<file path="config.mk">
export PLATFORM = sky130hd
export DESIGN_NAME = c_xbar_ctrl_alloc
export DESIGN_NICKNAME = d
export VERILOG_FILES = /design/src/rtl/c_xbar_ctrl_alloc.sv
export SDC_FILE = /design/constraint.sdc
export NUM_CORES = 1
export LEC_CHECK = 0
export ABC_AREA = 1
export CORE_ASPECT_RATIO = 0.5
export CORE_UTILIZATION = 45
export DETAILED_ROUTE_END_ITERATION = 6
export GPL_TIMING_DRIVEN = 0
export HOLD_SLACK_MARGIN = 0.02
export MAX_ROUTING_LAYER = met4
export PLACE_DENSITY_LB_ADDON = 0.1
export SYNTH_ARGS = -nofsm -noshare
export SYNTH_HDL_FRONTEND = slang
export SYNTH_SLANG_ARGS = --single-unit
</file>
<file path="constraint.sdc">
create_clock -name clk -period 3.9 [get_ports clk]
set_input_delay 0.78 -clock clk [delete_from_list [all_inputs] [get_ports clk]]
set_output_delay 0.78 -clock clk [all_outputs]
set_load 0.005 [all_outputs]
</file>
<file path="src/rtl/c_xbar_ctrl_alloc.sv">
// Separable input-first round-robin switch allocator.
// Stage 1 picks one output per input, stage 2 picks one input per output;
// the surviving grants are registered and drive the crossbar ctrl matrix.

// Round-robin pick: first requester at or after ptr, wrapping past n-1 to 0.
module c_xbar_rr_arb #(
  parameter int n  = 5,
  parameter int pw = 3
) (
  input  logic [0:n-1]  req,
  input  logic [pw-1:0] ptr,
  output logic [0:n-1]  gnt
);

  // Scan in priority order and keep only the first hit.
  always_comb begin
    int   idx;
    logic found;
    gnt   = '0;
    found = 1'b0;
    idx   = 0;
    for (int k = 0; k < n; k++) begin
      idx = int'(ptr) + k;
      if (idx >= n) idx = idx - n;
      if (!found && req[idx]) begin
        gnt[idx] = 1'b1;
        found    = 1'b1;
      end
    end
  end

endmodule

module c_xbar_ctrl_alloc #(
  parameter int num_in_ports  = 5,
  parameter int num_out_ports = 5
) (
  input  logic                                   clk,
  input  logic                                   reset,
  input  logic [0:num_in_ports*num_out_ports-1]  req_ip_op,
  input  logic [0:num_out_ports-1]               ready_op,
  output logic [0:num_in_ports*num_out_ports-1]  gnt_ip_op,
  output logic [0:num_in_ports-1]                gnt_ip
);

  // in_ptr selects among outputs, out_ptr among inputs; a single-entry
  // dimension still gets a 1-bit pointer that can only ever hold 0.
  localparam int ipw = (num_out_ports > 1) ? $clog2(num_out_ports) : 1;
  localparam int opw = (num_in_ports  > 1) ? $clog2(num_in_ports)  : 1;

  logic [num_in_ports-1:0][ipw-1:0]          in_ptr, in_ptr_nxt;
  logic [num_out_ports-1:0][opw-1:0]         out_ptr, out_ptr_nxt;
  logic [num_in_ports-1:0][0:num_out_ports-1] ereq, s1, g;
  logic [num_out_ports-1:0][0:num_in_ports-1] s1_t, g_t;
  logic [0:num_in_ports*num_out_ports-1]      g_flat;
  logic [0:num_in_ports-1]                    g_row;

  // Stage 1: per-input arbitration over ready-masked requests.
  for (genvar i = 0; i < num_in_ports; i++) begin : g_in
    assign ereq[i] = req_ip_op[i*num_out_ports +: num_out_ports] & ready_op;

    c_xbar_rr_arb #(.n(num_out_ports), .pw(ipw)) u_in_arb (
      .req (ereq[i]),
      .ptr (in_ptr[i]),
      .gnt (s1[i])
    );

    assign g_flat[i*num_out_ports +: num_out_ports] = g[i];
    assign g_row[i] = |g[i];
  end

  // Transpose between row-major (per input) and column-major (per output).
  for (genvar i = 0; i < num_in_ports; i++) begin : g_tr_i
    for (genvar o = 0; o < num_out_ports; o++) begin : g_tr_o
      assign s1_t[o][i] = s1[i][o];
      assign g[i][o]    = g_t[o][i];
    end
  end

  // Stage 2: per-output arbitration among inputs whose stage-1 pick it was.
  for (genvar o = 0; o < num_out_ports; o++) begin : g_out
    c_xbar_rr_arb #(.n(num_in_ports), .pw(opw)) u_out_arb (
      .req (s1_t[o]),
      .ptr (out_ptr[o]),
      .gnt (g_t[o])
    );
  end

  // Pointers advance past the winner only on a final grant, so a stage-1
  // pick that loses in stage 2 keeps its priority for the next cycle.
  always_comb begin
    in_ptr_nxt  = in_ptr;
    out_ptr_nxt = out_ptr;
    for (int i = 0; i < num_in_ports; i++) begin
      for (int o = 0; o < num_out_ports; o++) begin
        if (g[i][o]) begin
          in_ptr_nxt[i]  = (o == num_out_ports-1) ? '0 : ipw'(o + 1);
          out_ptr_nxt[o] = (i == num_in_ports-1)  ? '0 : opw'(i + 1);
        end
      end
    end
  end

  // Register grants and pointers; reset clears everything asynchronously.
  always_ff @(posedge clk or posedge reset) begin
    if (reset) begin
      gnt_ip_op <= '0;
      gnt_ip    <= '0;
      in_ptr    <= '0;
      out_ptr   <= '0;
    end else begin
      gnt_ip_op <= g_flat;
      gnt_ip    <= g_row;
      in_ptr    <= in_ptr_nxt;
      out_ptr   <= out_ptr_nxt;
    end
  end

endmodule

</file>
==> results, run 1 <==
- The flow ran to the end, but the final reports show violations.
- The checks that failed: negative setup slack.
- In this run, the number of DRC markers left after iteration 0 of detailed routing was 1905.
- The placed instances occupy a cell area of 17520 um^2.
- The flop-to-flop setup slack is -140 ps.
- The number of input and output port buffers inserted is 61.
- The overflow left after global routing is 0.
- The warning count from the yosys run is 0.
- The die covers 37000 um^2.
- The first-pass GRT wire length is 91270 um.
- The cell count after synthesis is 2848.
- For hold timing, the worst endpoint is in_ptr[5].
- The antenna diode count is 0.
- At the pin with the least slew margin, the transition time is 791.0 ps.
- The startpoint identified for the worst register-to-register timing path is in_ptr[13].
- The hold path startpoint is in_ptr[5].
- Relative to the synthesized area, the layout overhead comes to 37.51%.
- Leaving out fill and tap cells, the most frequent cells in the layout are sky130_fd_sc_hd__nand2_1 (724), sky130_fd_sc_hd__inv_1 (290), sky130_fd_sc_hd__nor2_1 (262), sky130_fd_sc_hd__nand3_1 (237), sky130_fd_sc_hd__ha_1 (163).
- The area fraction in compound gates after synthesis is 0.08168.
- The worst max-slew margin expressed relative to the limit is 0.4727.
- The final estimated routing congestion in global placement is 0.9972.
- Setup violations remaining at the end of the flow were counted as 37.
- The total area inside the core boundary comes to 35010 um^2.
- The die extent in x is 271.0 um.
- The ratio of cells with drive above 1 in the final layout is 0.2964.
- The number of global-route vias before repair is 17.51k.
- Clock-pin slew was measured on the worst setup and hold paths at 60 ps.
- The adder and majority gate portion of the synthesized area is 0.1568.
- STA classifies the critical path endpoint as a register.
- The register area share after synthesis is 0.09221.
- The TritonCTS clock tree is built.
- The commonest non-fill, non-tap cell in the layout is sky130_fd_sc_hd__nand2_1.
- The worst hold slack across all endpoints is 585.2 ps.
- The routed layout has 19.96k vias.
- The first TritonRoute pass finished after 6 iterations.
- A synthesized cell averages 5.717 um^2.
- The finished cells cover 22390 um^2.
- The simple-gate share of the synthesized area is 0.5536.
- After detailed routing, the average wire length per cell comes to 16.57 um.
- In this run the vertical extent of the chip is 136.5 um.
- At the later pin of the worst-skew pair, clock insertion delay measures 380 ps.
- In this run the count of I/O pins placed on the die edge is 62.
- The number of synthesized flops with an enable pin is 0.
- STA classifies the critical path startpoint as a register.
- In the global route stage, overall resource usage came out at 0.3196.
- In the routed design, unresolved DRC markers number 0.
- The most used flip-flop cell after synthesis is sky130_fd_sc_hd__dfrtp_1.
- For this run, the top clock speed supported by timing is 0.2473 GHz.
- The initial core utilization is 0.4651.
- Entering global routing, the biggest net connects 58 pins.
- The synthesized net count is 3078.
- By area, the combinational part of the netlist is dominated by simple AND/OR/NAND/NOR gates.
- The fraction of registers with async set/reset is 1.000.
- The count of H-tree levels built during CTS is 3.
- The number of different library cells used by synthesis comes to 53.
- The final cycle utilization of the critical path is 1.037.
- Along the worst hold path, the cell count comes to 2.
- The final hold violation count is 0.
- Counting cells, the worst reg-to-reg path comes to 24.
- The number of antenna violations at the first check in global routing is 1.
- Summed over all failing endpoints, the final setup total negative slack is -2881 ps.
- Of the total synthesized cell area, the portion taken by XOR and XNOR cells is 0.02298.
- The destination of the worst register-to-register timing path is gnt_ip[4].
- The initialized floorplan defines 48 standard-cell rows.
- The clock tree skew after final layout is 9.798 ps.
- The synthesized cell area is 16280 um^2.
- Data on the critical path is required at its endpoint by 4130 ps.
- The aggregate routed wire length is 59630 um.
- Setup slack on the critical path of the routed design comes to -144.2 ps.
- The max-slew violation count is 0.
- Of the post-synthesis cell area, the part taken by muxes is 0.
- The critical-path maximum fanout is 7.
- At the end of the flow, the number of nets in the layout was 3349.
- Clock tree synthesis inserted a total of 9 buffers.
- The tree is rooted in a sky130_fd_sc_hd__clkbuf_16.
- The final period demand of the worst path is 4044 ps.
- The flip-flop and latch count after synthesis is 60.
- The buffer depth of the longest clock path is 2.
- The critical path start-end classification is reg2reg.
- The detail route stage leaves a number of antenna-violating nets equal to 0.
- Max-cap violations in this run came to 0.
- Once detailed placement completed, the half-perimeter wirelength came to 43270 um.
- The CTS sink count is 60.
- The type of the worst min-delay path is reg2reg.
- Data arrives at the worst endpoint at 4270 ps.
- Once layout is complete, the utilization of the core stands at 0.6395.
- Setup repair after global routing could not meet its margin everywhere.
- The via-per-instance ratio is 5.545.
==> critical path: stages (launching register included) <==
cell and delay [ps]:
sky130_fd_sc_hd__dfrtp_2 460, sky130_fd_sc_hd__buf_8 150, sky130_fd_sc_hd__ha_4 150, sky130_fd_sc_hd__fa_2 410
sky130_fd_sc_hd__nand2_4 130, sky130_fd_sc_hd__buf_4 140, sky130_fd_sc_hd__nand2_1 60, sky130_fd_sc_hd__o21ai_2 100
sky130_fd_sc_hd__nand3_1 120, sky130_fd_sc_hd__nand2_1 100, sky130_fd_sc_hd__nand2_2 70, sky130_fd_sc_hd__nor2_4 160
sky130_fd_sc_hd__nand3_1 150, sky130_fd_sc_hd__nor2_2 160, sky130_fd_sc_hd__nor2_4 60, sky130_fd_sc_hd__nand3_4 190
sky130_fd_sc_hd__nand3_2 120, sky130_fd_sc_hd__nand2_4 100, sky130_fd_sc_hd__nand3_4 150, sky130_fd_sc_hd__nand3_4 150
sky130_fd_sc_hd__nor2_2 40, sky130_fd_sc_hd__nor2_2 150, sky130_fd_sc_hd__nand3_4 200, sky130_fd_sc_hd__nor2_4 230
sky130_fd_sc_hd__nand3_2 140
==> state kept, by name (all words and copies together), names as in the netlist <==
signal and count:
in_ptr 15, gnt_ip 5, gnt_ip_op 25, out_ptr 15
==> layout make-up <==
class	count	area [um^2]
multi-input cells	2405	16030
fillers	3197	12620
repair buffers	256	2317
flip-flops and latches	60	1524
inverters	364	1451
well taps	475	594.3
clock buffers	9	225.2
plain buffers	23	209.0
clock inverters	7	43.79
==> cell families (layout without fill, tap and decap cells) <==
kind of cell	Yosys count	count (layout)
buf+inv	389	659
simple gates	1923	1929
compound gates	237	237
fa+ha+maj	198	198
flops	60	60
xor+xnor	41	41
==> routing by layer <==
metal | vias to the layer above | part of all wire | global-route usage | wire, um
met5 | - | 0 | - | 0
met3 | 100 | 0.066 | 0.03298 | 3909
li1 | 9878 | - | - | -
met4 | 0 | 0.026 | 0.07972 | 1550
met2 | 643 | 0.46 | 0.5199 | 27160
met1 | 9335 | 0.45 | 0.4258 | 27010
==> cell usage after synthesis (7+ instances only) <==
master | instances | share of area
sky130_fd_sc_hd__nand2_4 | 7 | 0.0048
sky130_fd_sc_hd__ha_1 | 188 | 0.14
sky130_fd_sc_hd__inv_1 | 332 | 0.077
sky130_fd_sc_hd__nand4_1 | 118 | 0.045
sky130_fd_sc_hd__nand3_1 | 317 | 0.097
sky130_fd_sc_hd__nor2_1 | 370 | 0.085
sky130_fd_sc_hd__fa_1 | 10 | 0.012
sky130_fd_sc_hd__nor3_1 | 53 | 0.016
sky130_fd_sc_hd__inv_2 | 28 | 0.0065
sky130_fd_sc_hd__nor2_4 | 19 | 0.013
sky130_fd_sc_hd__xor2_1 | 37 | 0.020
sky130_fd_sc_hd__a21oi_1 | 90 | 0.028
sky130_fd_sc_hd__nor4_1 | 14 | 0.0054
sky130_fd_sc_hd__o21ai_0 | 83 | 0.026
sky130_fd_sc_hd__dfrtp_1 | 60 | 0.092
sky130_fd_sc_hd__nand2_1 | 844 | 0.19
sky130_fd_sc_hd__buf_2 | 11 | 0.0034
sky130_fd_sc_hd__nor2_2 | 43 | 0.017
sky130_fd_sc_hd__nand2_2 | 37 | 0.014
sky130_fd_sc_hd__nand3b_1 | 18 | 0.0083
sky130_fd_sc_hd__o21ai_1 | 18 | 0.0055
sky130_fd_sc_hd__nand3_2 | 54 | 0.033
sky130_fd_sc_hd__or2_2 | 9 | 0.0035
sky130_fd_sc_hd__o21ai_2 | 9 | 0.0048
sky130_fd_sc_hd__nand3_4 | 8 | 0.0086
==> worst max path at each step <==
| stage | slack, ps | endpoint | startpoint |
|---|---|---|---|
| 2_1_floorplan | 140 | in_ptr[6] | in_ptr[10] |
| 3_3_place_gp | -1350 | gnt_ip[4] | out_ptr[3] |
| 3_5_place_dp | -1320 | in_ptr[3] | out_ptr[3] |
| 4_1_cts | -30 | gnt_ip[4] | in_ptr[9] |
| 5_1_grt | -310 | in_ptr[5] | in_ptr[1] |
| 6_report | -140 | gnt_ip[4] | in_ptr[13] |
==> per-stage QoR <==
step                setup WS, ps  instances
global route              -314.5       3599
floorplan                  135.6       2848
finish                    -144.2       3599
global placement           -1348       3384
CTS                       -27.89       3538
detailed placement         -1323       3385
==> timing repair <==
| item | in CTS | in global routing |
|---|---|---|
| pin swaps | 125 | 176 |
| cloned | 8 | 0 |
| setup endpoints to repair | 60 | 57 |
| gates resized for setup | 473 | 316 |
| hold buffers | 0 | 0 |
| buffers inserted | 131 | 64 |
Power of run 1 is left out: the tool's default activity adds up to more than one toggle a clock period on the data nets, which glitch-free logic cannot reach.
==> run 2: changes to the inputs <==
--- a/config.mk
+++ b/config.mk
@@ -7,7 +7,7 @@
 export LEC_CHECK = 0
 export ABC_AREA = 1
 export CORE_ASPECT_RATIO = 0.5
-export CORE_UTILIZATION = 45
+export CORE_UTILIZATION = 50
 export DETAILED_ROUTE_END_ITERATION = 6
 export GPL_TIMING_DRIVEN = 0
 export HOLD_SLACK_MARGIN = 0.02
==> results, run 2 (synthesized netlist as in run 1, its figures left out) <==
- The number of design rule violations left after detail routing is 0.
- More flip-flops sit in one register than any other, and that register is gnt_ip_op.
- The all-layer global routing usage is 0.3490.
- Buffers inserted to repair hold after CTS numbered 0.
- Summing all flip-flop and latch instances after layout gives 1520 um^2.
- The H-tree generated during clock tree synthesis spans 3 levels.
- Headroom to the max-slew limit came out at 0.4393.
- The number of antenna violations at the first check in global routing is 2.
- Counting I/O delays and the setup requirement, the final critical path takes 4209 ps.
- The clock insertion delay at the later pin of the skew report is 370 ps.
- The cell family contributing the most delay on the critical path is simple AND/OR/NAND/NOR gates.
- In this run the critical register-to-register path is launched from in_ptr[7].
- The commonest non-fill, non-tap cell in the layout is sky130_fd_sc_hd__nand2_1.
- The clock tree skew after final layout is 15.94 ps.
- In this run the count of I/O pins placed on the die edge is 62.
- The cell repeated most along the worst path is sky130_fd_sc_hd__nand2_1.
- The pin count of the biggest net entering global routing is 61.
- Data on the critical path is required at its endpoint by 4200 ps.
- For this design, the sink count on the clock tree is 60.
- The hold path startpoint is out_ptr[1].
- The largest registers in the layout are gnt_ip_op x25, in_ptr x15, out_ptr x15.
- Counting the fill cells in the layout gives 2655.
- In this run the worst path has a maximum fanout of 7.
- On the worst path, the slowest cell contributes a delay of 460 ps.
- The max-slew violation count is 0.
- The final cycle utilization of the critical path is 1.079.
- In the final layout, the share of cells above drive strength 1 is 0.2972.
- The area growth from synthesis to layout is 37.71%.
- The type of origin of the critical path is a register.
- The initial utilization of the core area, before any placement, comes to 0.5116.
- The checks that failed: negative setup slack.
- The final setup violation count is 46.
- The floorplan die area is 33340 um^2.
- Measured along the y axis, the die boundary spans 129.6 um.
- The arrival time reported for the critical path endpoint is 4510 ps.
- Using the TritonRoute via totals, the vias-per-cell ratio works out to 5.757.
- In the layout the commonest cells are sky130_fd_sc_hd__nand2_1 (731), sky130_fd_sc_hd__inv_1 (295), sky130_fd_sc_hd__nor2_1 (272), sky130_fd_sc_hd__nand3_1 (229), sky130_fd_sc_hd__buf_4 (189).
- The final hold violation count is 0.
- The final critical-path setup slack is -309.4 ps.
- The post-detailed-route count of antenna-violating nets is 0.
- The number of optimization iterations in the first detailed-route pass is 6.
- The area inside the core boundary is 31830 um^2.
- Summing all multi-input logic gate instances after layout gives 15970 um^2.
- The first-pass GRT wire length is 90650 um.
- Setup repair after global routing could not meet its margin everywhere.
- The total of max-cap violations is 0.
- The routed layout has 20.60k vias.
- By startpoint and endpoint, the worst setup path is classified as reg2reg.
- The flow ran to the end, but the final reports show violations.
- The count of buffers added on input and output ports is 61.
- For the worst flop-to-flop path, the logic depth is 27.
- Clock-pin slew was measured on the worst setup and hold paths at 70 ps.
- The destination of the worst register-to-register timing path is in_ptr[6].
- The cell sitting at the root of the clock tree is a sky130_fd_sc_hd__clkbuf_16.
- OpenSTA, run right after detailed placement, puts the worst setup slack at -1442 ps.
- The HPWL after detailed placement is 42650 um.
- The die extent in x is 257.2 um.
- The number of global-route vias before repair came to 17.76k.
- TritonCTS built the clock tree.
- Derived from the worst setup path, the maximum achievable clock frequency is 0.2376 GHz.
- For this run, the post-layout net count is 3371.
- The worst setup path is captured at a register.
- The type of the worst min-delay path is reg2reg.
- For this run the aggregate overflow at the end of global routing stands at 0.
- For this design, the slowest cell found on the critical path is sky130_fd_sc_hd__dfrtp_2.
- The worst path buffer plus inverter count is 6.
- For the pin with the worst max-slew slack, the measured transition is 841.0 ps.
- The worst hold path terminates at out_ptr[1].
- For this block, the routed nets add up to 61070 um of wire.
- 0 antenna diodes ended up in the layout.
- The flop-to-flop setup slack is -310 ps.
- The first-iteration detailed-routing DRC count is 2137.
- The per-cell routed wire length is 17.07 um.
- The register with the most flip-flops in the layout has 25 of them.
- The final estimated routing congestion in global placement is 1.015.
- The worst hold path passes through 2 cells.
- In this run the deepest clock path goes through 2 buffers.
- Row generation in the floorplan step produced 46 rows.
- Clock tree synthesis inserted a total of 9 buffers.
==> run 2: cell count changes in the layout (fill, tap and decap cells not counted), moves of 4 or more <==
cell	before	now
sky130_fd_sc_hd__buf_12	10	3
sky130_fd_sc_hd__buf_4	159	189
sky130_fd_sc_hd__inv_1	290	295
sky130_fd_sc_hd__inv_2	49	41
sky130_fd_sc_hd__nand2_1	724	731
sky130_fd_sc_hd__nand2_2	126	118
sky130_fd_sc_hd__nand3_1	237	229
sky130_fd_sc_hd__nand3_2	71	83
sky130_fd_sc_hd__nand3_4	74	70
sky130_fd_sc_hd__nor2_1	262	272
sky130_fd_sc_hd__nor2_4	96	88
sky130_fd_sc_hd__o21ai_1	29	24
==> run 2: layer usage <==
| layer | wire (um) | vias up | GRT usage |
|---|---|---|---|
| met1 | 25330 | 9465 | 0.4544 |
| met4 | 2290 | 0 | 0.1082 |
| li1 | - | 9923 | - |
| met5 | 0 | - | - |
| met2 | 27330 | 997 | 0.5556 |
| met3 | 6124 | 212 | 0.05556 |
==> run 2: layout make-up <==
class | count | area share
multi-input combinational | 2405 | 0.7124
timing repair buffer | 279 | 0.1073
sequential | 60 | 0.06780
inverter | 364 | 0.06484
tap | 432 | 0.02411
clock buffer | 10 | 0.01066
buffer | 22 | 0.008984
clock inverter | 6 | 0.003906
==> run 2: how the worst max path moves through the flow <==
stage                from    endpoint  slack, ps  depth (start not counted)
6_report        in_ptr[7]   in_ptr[6]       -310                         27
5_1_grt         in_ptr[7]   in_ptr[9]       -540                         26
4_1_cts        in_ptr[13]   in_ptr[3]        -90                         26
3_5_place_dp   out_ptr[3]  in_ptr[13]      -1440                         18
3_3_place_gp   out_ptr[3]  in_ptr[12]      -1490                         18
2_1_floorplan  in_ptr[10]   in_ptr[6]        140                         28
==> run 2: stage by stage <==
step | hold slack [ps] | TNS [ps] | utilization | instances | instance area (um^2)
floorplan | 605.1 | 0 | - | 2848 | 16280
global placement | 674.3 | -62220 | 0.5478 | 3341 | 17430
detailed placement | 686.6 | -61190 | 0.5478 | 3341 | 17440
CTS | 701.6 | -744.8 | 0.6444 | 3495 | 20510
global route | 742.0 | -18680 | 0.7045 | 3578 | 22420
finish | 709.3 | -6399 | 0.7045 | 3578 | 22420
==> run 2: worst reg2reg max path, delay by kind of cell (launching register included) <==
family                   cells  cell delay [ps]
AO/OA/AOI/OAI                1              190
adder cells (fa/ha/maj)      2              380
AND/OR/NAND/NOR             17             2070
flip-flops                   1              460
buffers and inverters        6              780
XOR/XNOR                     1              250
==> run 2: what timing repair did <==
| action | CTS | global route |
|---|---|---|
| pin swaps | 139 | 126 |
| endpoints found under the setup margin | 60 | 59 |
| resized for setup | 441 | 329 |
| setup buffers | 133 | 84 |
| gates cloned | 7 | 1 |
Power of run 2 is left out for the same reason.
